[config.mk]
export PLATFORM = sky130hd
export DESIGN_NAME = soda_vend_ctrl
export DESIGN_NICKNAME = d
export VERILOG_FILES = /design/src/rtl/soda_pkg.sv /design/src/rtl/soda_vend_ctrl_hold_timer.sv /design/src/rtl/soda_vend_ctrl.sv
export SDC_FILE = /design/constraint.sdc
export NUM_CORES = 1
export LEC_CHECK = 0
export ABC_AREA = 1
export BUFFER_PORTS_ARGS = -buffer_cell sky130_fd_sc_hd__buf_2
export CORE_MARGIN = 4
export CORE_UTILIZATION = 59
export CTS_BUF_LIST = sky130_fd_sc_hd__clkbuf_4 sky130_fd_sc_hd__clkbuf_8
export DETAILED_ROUTE_END_ITERATION = 10
export GPL_ROUTABILITY_DRIVEN = 0
export GPL_TIMING_DRIVEN = 0
export HOLD_SLACK_MARGIN = 0.08
export PLACE_DENSITY = 0.92
export SETUP_SLACK_MARGIN = 0.1
export SYNTH_ARGS = -nofsm -noshare
export SYNTH_HDL_FRONTEND = slang
export SYNTH_SLANG_ARGS = --single-unit
[constraint.sdc]
create_clock -name sys_clk -period 2.3 [get_ports sys_clk]
set_clock_uncertainty 0.2 [all_clocks]
set_input_delay 0.345 -clock sys_clk [delete_from_list [all_inputs] [get_ports sys_clk]]
set_output_delay 0.345 -clock sys_clk [all_outputs]
set_load 0.01 [all_outputs]
[src/rtl/soda_pkg.sv]
// Shared types and default pricing for the soda machine controller and display.
package soda_pkg;

    typedef enum logic [1:0] {
        COLLECT  = 2'd0,
        DISPENSE = 2'd1,
        CHG_ON   = 2'd2,
        CHG_OFF  = 2'd3
    } state_t;

    localparam int SODA_PRICE = 55;
    localparam int SODA_UNIT  = 5;

endpackage

[src/rtl/soda_vend_ctrl_hold_timer.sv]
// Down-counter that times how long the controller stays in a timed state.
// Loaded on the edge that enters the state; done marks the final cycle.
module hold_timer #(
    parameter int HOLD = 4
) (
    input  logic clk,
    input  logic reset,
    input  logic load,
    output logic done
);
    localparam int CW = $clog2(HOLD + 1);

    logic [CW-1:0] cnt;

    // Count down from HOLD-1 so the state lasts exactly HOLD cycles.
    always_ff @(posedge clk) begin
        if (reset)
            cnt <= '0;
        else if (load)
            cnt <= CW'(HOLD - 1);
        else if (cnt != '0)
            cnt <= cnt - 1'b1;
    end

    assign done = (cnt == '0);

endmodule

[src/rtl/soda_vend_ctrl.sv]
// Soda machine sequencing: coin credit, timed dispense pulse, change payout.
module soda_vend_ctrl
    import soda_pkg::*;
#(
    parameter int W     = 8,
    parameter int PRICE = SODA_PRICE,
    parameter int UNIT  = SODA_UNIT,
    parameter int HOLD  = 4
) (
    input  logic         sys_clk,
    input  logic         reset,
    input  logic         c,
    input  logic [W-1:0] a,
    input  logic         cancel,
    output logic [W-1:0] tot,
    output logic         d,
    output logic         change,
    output logic         coin_ack,
    output logic         coin_rej,
    output logic         busy
);
    localparam logic [W-1:0] PRICE_W = W'(PRICE);
    localparam logic [W-1:0] UNIT_W  = W'(UNIT);

    state_t       state;
    logic         c_q;
    logic         coin_ev;
    logic [W:0]   sum;
    logic         load;
    logic         done;

    assign coin_ev = c & ~c_q;
    assign sum     = {1'b0, tot} + {1'b0, a};

    // Timer reload whenever the FSM is about to change state.
    always_comb begin
        load = 1'b0;
        if (state == COLLECT)
            load = (cancel && tot >= UNIT_W) || (!coin_ev && tot >= PRICE_W);
        else
            load = done;
    end

    hold_timer #(.HOLD(HOLD)) u_timer (
        .clk   (sys_clk),
        .reset (reset),
        .load  (load),
        .done  (done)
    );

    // Main FSM; d/change/busy are registered alongside the state they mirror.
    always_ff @(posedge sys_clk) begin
        if (reset) begin
            state    <= COLLECT;
            tot      <= '0;
            c_q      <= 1'b0;
            d        <= 1'b0;
            change   <= 1'b0;
            coin_ack <= 1'b0;
            coin_rej <= 1'b0;
            busy     <= 1'b0;
        end else begin
            c_q      <= c;
            coin_ack <= 1'b0;
            coin_rej <= 1'b0;
            case (state)
                COLLECT: begin
                    if (cancel && tot >= UNIT_W) begin
                        // Refund wins; a coin landing now is bounced.
                        coin_rej <= coin_ev;
                        state    <= CHG_ON;
                        change   <= 1'b1;
                        busy     <= 1'b1;
                    end else if (coin_ev) begin
                        if (!sum[W]) begin
                            tot      <= sum[W-1:0];
                            coin_ack <= 1'b1;
                        end else begin
                            coin_rej <= 1'b1;
                        end
                    end else if (tot >= PRICE_W) begin
                        tot   <= tot - PRICE_W;
                        state <= DISPENSE;
                        d     <= 1'b1;
                        busy  <= 1'b1;
                    end
                end
                DISPENSE: begin
                    coin_rej <= coin_ev;
                    if (done) begin
                        d <= 1'b0;
                        if (tot >= UNIT_W) begin
                            state  <= CHG_ON;
                            change <= 1'b1;
                        end else begin
                            state <= COLLECT;
                            busy  <= 1'b0;
                        end
                    end
                end
                CHG_ON: begin
                    coin_rej <= coin_ev;
                    if (done) begin
                        // Credit drops as the change pulse ends.
                        tot    <= tot - UNIT_W;
                        state  <= CHG_OFF;
                        change <= 1'b0;
                    end
                end
                CHG_OFF: begin
                    coin_rej <= coin_ev;
                    if (done) begin
                        if (tot >= UNIT_W) begin
                            state  <= CHG_ON;
                            change <= 1'b1;
                        end else begin
                            state <= COLLECT;
                            busy  <= 1'b0;
                        end
                    end
                end
                default: begin
                    state  <= COLLECT;
                    d      <= 1'b0;
                    change <= 1'b0;
                    busy   <= 1'b0;
                end
            endcase
        end
    end

endmodule

==> reports/metrics.cfg <==
[setup_path]
cpMostUsedCell = nand2_4
worstSetupEndpointType = flop
rr_worst_depth = 13
cp_slowest_cell = dfxtp_4
crit_fanout = 7
cp.required_ns = 2.32
r2r_start = tot[0]$_SDFFE_PP0P_
crit_path_max_incr_delay_ns = 0.37
reg2reg_to = tot[6]$_SDFFE_PP0P_
critical_path_class = reg -> reg
rrSetupSlack_ns = 0.14
critical_path.cell_chain = buf_6 -> inv_4 -> ha_2 -> inv_1 -> a21oi_4 -> nand3_2 -> nand2_2 -> nand2_4 -> nand2_4 -> nand3_4 -> clkbuf_16 -> a21oi_1 -> nor2_1
arrival_ns = 2.19
start_kind = flop

[synthesis]
ys_seq_area_frac = 0.2181
synthArstFlopShare = 0
synthCells = 286
ys.flop_type = dfxtp_1
synth_warnings = 0
ys_ff_latch = 19
avgSynthCellArea_um2 = 6.099
syn-num-nets = 312
synth_edf_count = 0
ys_types = 30
syn_area_um2 = 1744

[cts]
cts_max_level = 1
clk_latency_ns = 0.32
clock-sinks = 19
path_clk_slew_ns = 0.12
cts_buffer_depth = 2
cts-root-buf = clkbuf_4
cts_tree = yes
cts_made_buffers = 3

[hold_path]
min_from = reset
hold_end = u_timer.cnt[1]$_SDFFE_PP0P_
hold_class = in -> reg
hold_depth = 2

[sta]
timing.hold.ws_ns = 0.1612
fin_crit_ns = 2.163
timing_hold_violations_final = 0
finalSetupViolations = 0
max_freq_mhz = 462.3
worst_pin_slew_ns = 0.4709
rsz0062_at_grt = false
max_slew_margin = 0.6828
fin_crit_sh = 0.9405
fin_setup_tns_ns = 0
layout_setup_ws_ns = 0.1369
drv_slew = 0

[grt]
grt_usage = 0.2002
grt_pass1_wl_um = 6534
grt_max_degree = 12
grt.overflow.total = 0
first_global_vias = 1586
antenna_found_initial = 0

[floorplanning]
core-area_um2 = 2781
dieHeight_um = 62.37
ios = 25
std_cell_rows = 19
initial_core_util = 0.6271
die_area_um2 = 3890
die-width_um = 62.37

[routing]
first_iter_violations = 176
drt_pass1_iterations = 5
postRouteAntennaNets = 0
vias = 1884
wirelength_um = 4315
vias_per_cell = 5.337
drc = 0
wl_per_cell_um = 12.22

[layout]
utilization = 0.7373
top_regs = tot: 8 flops, u_timer.cnt: 3 flops, state: 2 flops
final_nets = 349
fin_area_um2 = 2051
diodes = 0
largest_reg_flops = 8
syn_to_final_growth_pct = 17.58
drive_gt1_frac = 0.2267
top_register = tot

[placed_design]
dp_slack_ns = -0.05111
port_buffers = 23
dpl.hpwl_um = 3059
dpl_cell_area_um2 = 1898

[power_and_ir_drop]
leakage_nw = 1.154
peakVddDrop_v = 0.001151
power.density_nw_per_um2 = 1683

[run_status]
outcome = complete, no violations

[run]
maxCapViolCount = 0

## cell families after synthesis
logic type,after synthesis,synth area share
compound gates,33,0.1062
xor+xnor,5,0.02511
buf+inv,48,0.1176
flops,19,0.2181
fa+ha+maj,14,0.1047
simple gates,167,0.4283
## per-stage QoR
stage          instances  total power (W)
2_1_floorplan        286         0.002443
3_3_place_gp         340         0.002851
3_5_place_dp         340         0.002907
4_1_cts              346         0.003148
5_1_grt              353         0.003798
6_report             353         0.003451
## worst max-delay path by stage
stage	start	endpoint	cells past startpoint	slack, ns
2_1_floorplan	tot[0]$_SDFFE_PP0P_	tot[3]$_SDFFE_PP0P_	14	0.15
3_3_place_gp	tot[0]$_SDFFE_PP0P_	tot[3]$_SDFFE_PP0P_	14	-0.007
4_1_cts	tot[0]$_SDFFE_PP0P_	tot[3]$_SDFFE_PP0P_	14	0.12
5_1_grt	tot[0]$_SDFFE_PP0P_	tot[6]$_SDFFE_PP0P_	13	0.03
6_report	tot[0]$_SDFFE_PP0P_	tot[6]$_SDFFE_PP0P_	13	0.14
3_5_place_dp	tot[0]$_SDFFE_PP0P_	tot[3]$_SDFFE_PP0P_	14	-0.05
## where the power goes
group          switching (W)  internal [W]  total (W)
clock               0.000121     0.0000652   0.000186
sequential          0.000178      0.000490   0.000669
combinational        0.00155       0.00104    0.00260
total                0.00185       0.00160    0.00345
## synthesized netlist by cell type, types with 3 or more instances
cell | count | share of area
a21oi_1 | 19 | 0.055
dfxtp_1 | 19 | 0.22
ha_1 | 13 | 0.093
inv_1 | 38 | 0.082
inv_2 | 3 | 0.0065
nand2_1 | 80 | 0.17
nand2_2 | 5 | 0.018
nand3_1 | 25 | 0.072
nand3_2 | 3 | 0.017
nand4_1 | 4 | 0.014
nor2_1 | 43 | 0.093
o21ai_0 | 7 | 0.020
xor2_1 | 5 | 0.025
## worst max-delay path, delay by kind of cell (launching register included)
family	cells	cell delay (ns)
adders and majority gates	1	0.18
DFF	1	0.37
and+or+nand+nor	6	0.57
buffers and inverters	4	0.45
AOI/OAI and AO/OA	2	0.28
## layout by cell type, fill, tap and decap left out, types with 3 or more instances in the layout
| cell | synthesis | final |
|---|---|---|
| nand3_2 | 3 | 3 |
| buf_4 | 0 | 6 |
| a21oi_1 | 19 | 18 |
| nor2_1 | 43 | 42 |
| nand4_1 | 4 | 4 |
| o21ai_0 | 7 | 7 |
| nand3_1 | 25 | 25 |
| dfxtp_1 | 19 | 14 |
| buf_2 | 1 | 24 |
| inv_1 | 38 | 35 |
| nand2_1 | 80 | 78 |
| xor2_1 | 5 | 5 |
| nand2_2 | 5 | 7 |
| clkbuf_4 | 1 | 4 |
| dfxtp_2 | 0 | 4 |
| ha_1 | 13 | 11 |
| inv_2 | 3 | 5 |
## cell type report
| type | instances | area [um2] |
|---|---|---|
| multi-input combinational | 219 | 1177 |
| timing repair buffer | 32 | 206.4 |
| sequential | 19 | 389.1 |
| clock inverter | 1 | 5.005 |
| fill | 233 | 730.7 |
| inverter | 42 | 165.2 |
| clock buffer | 3 | 22.52 |
| tap | 31 | 38.79 |
| buffer | 6 | 46.29 |
## timing repair
| action | in CTS | in global routing |
|---|---|---|
| setup buffers | 1 | 6 |
| resized for setup | 5 | 14 |
| cloned | 0 | 1 |
| endpoints found under the setup margin | 8 | 12 |
| endpoints found under the hold margin | 1 | 0 |
| pin swaps | 0 | 5 |
| hold buffers | 1 | 0 |
## per-layer routing
layer	wire, um	track usage	vias to the layer above	part of all wire
li1	-	-	981	-
met1	1892	0.2527	819	0.44
met2	2015	0.3394	72	0.47
met3	311	0.03058	12	0.072
met4	95	0.07692	0	0.022
met5	0	0	-	0
Note: power is estimated with default switching activity, not from simulation.
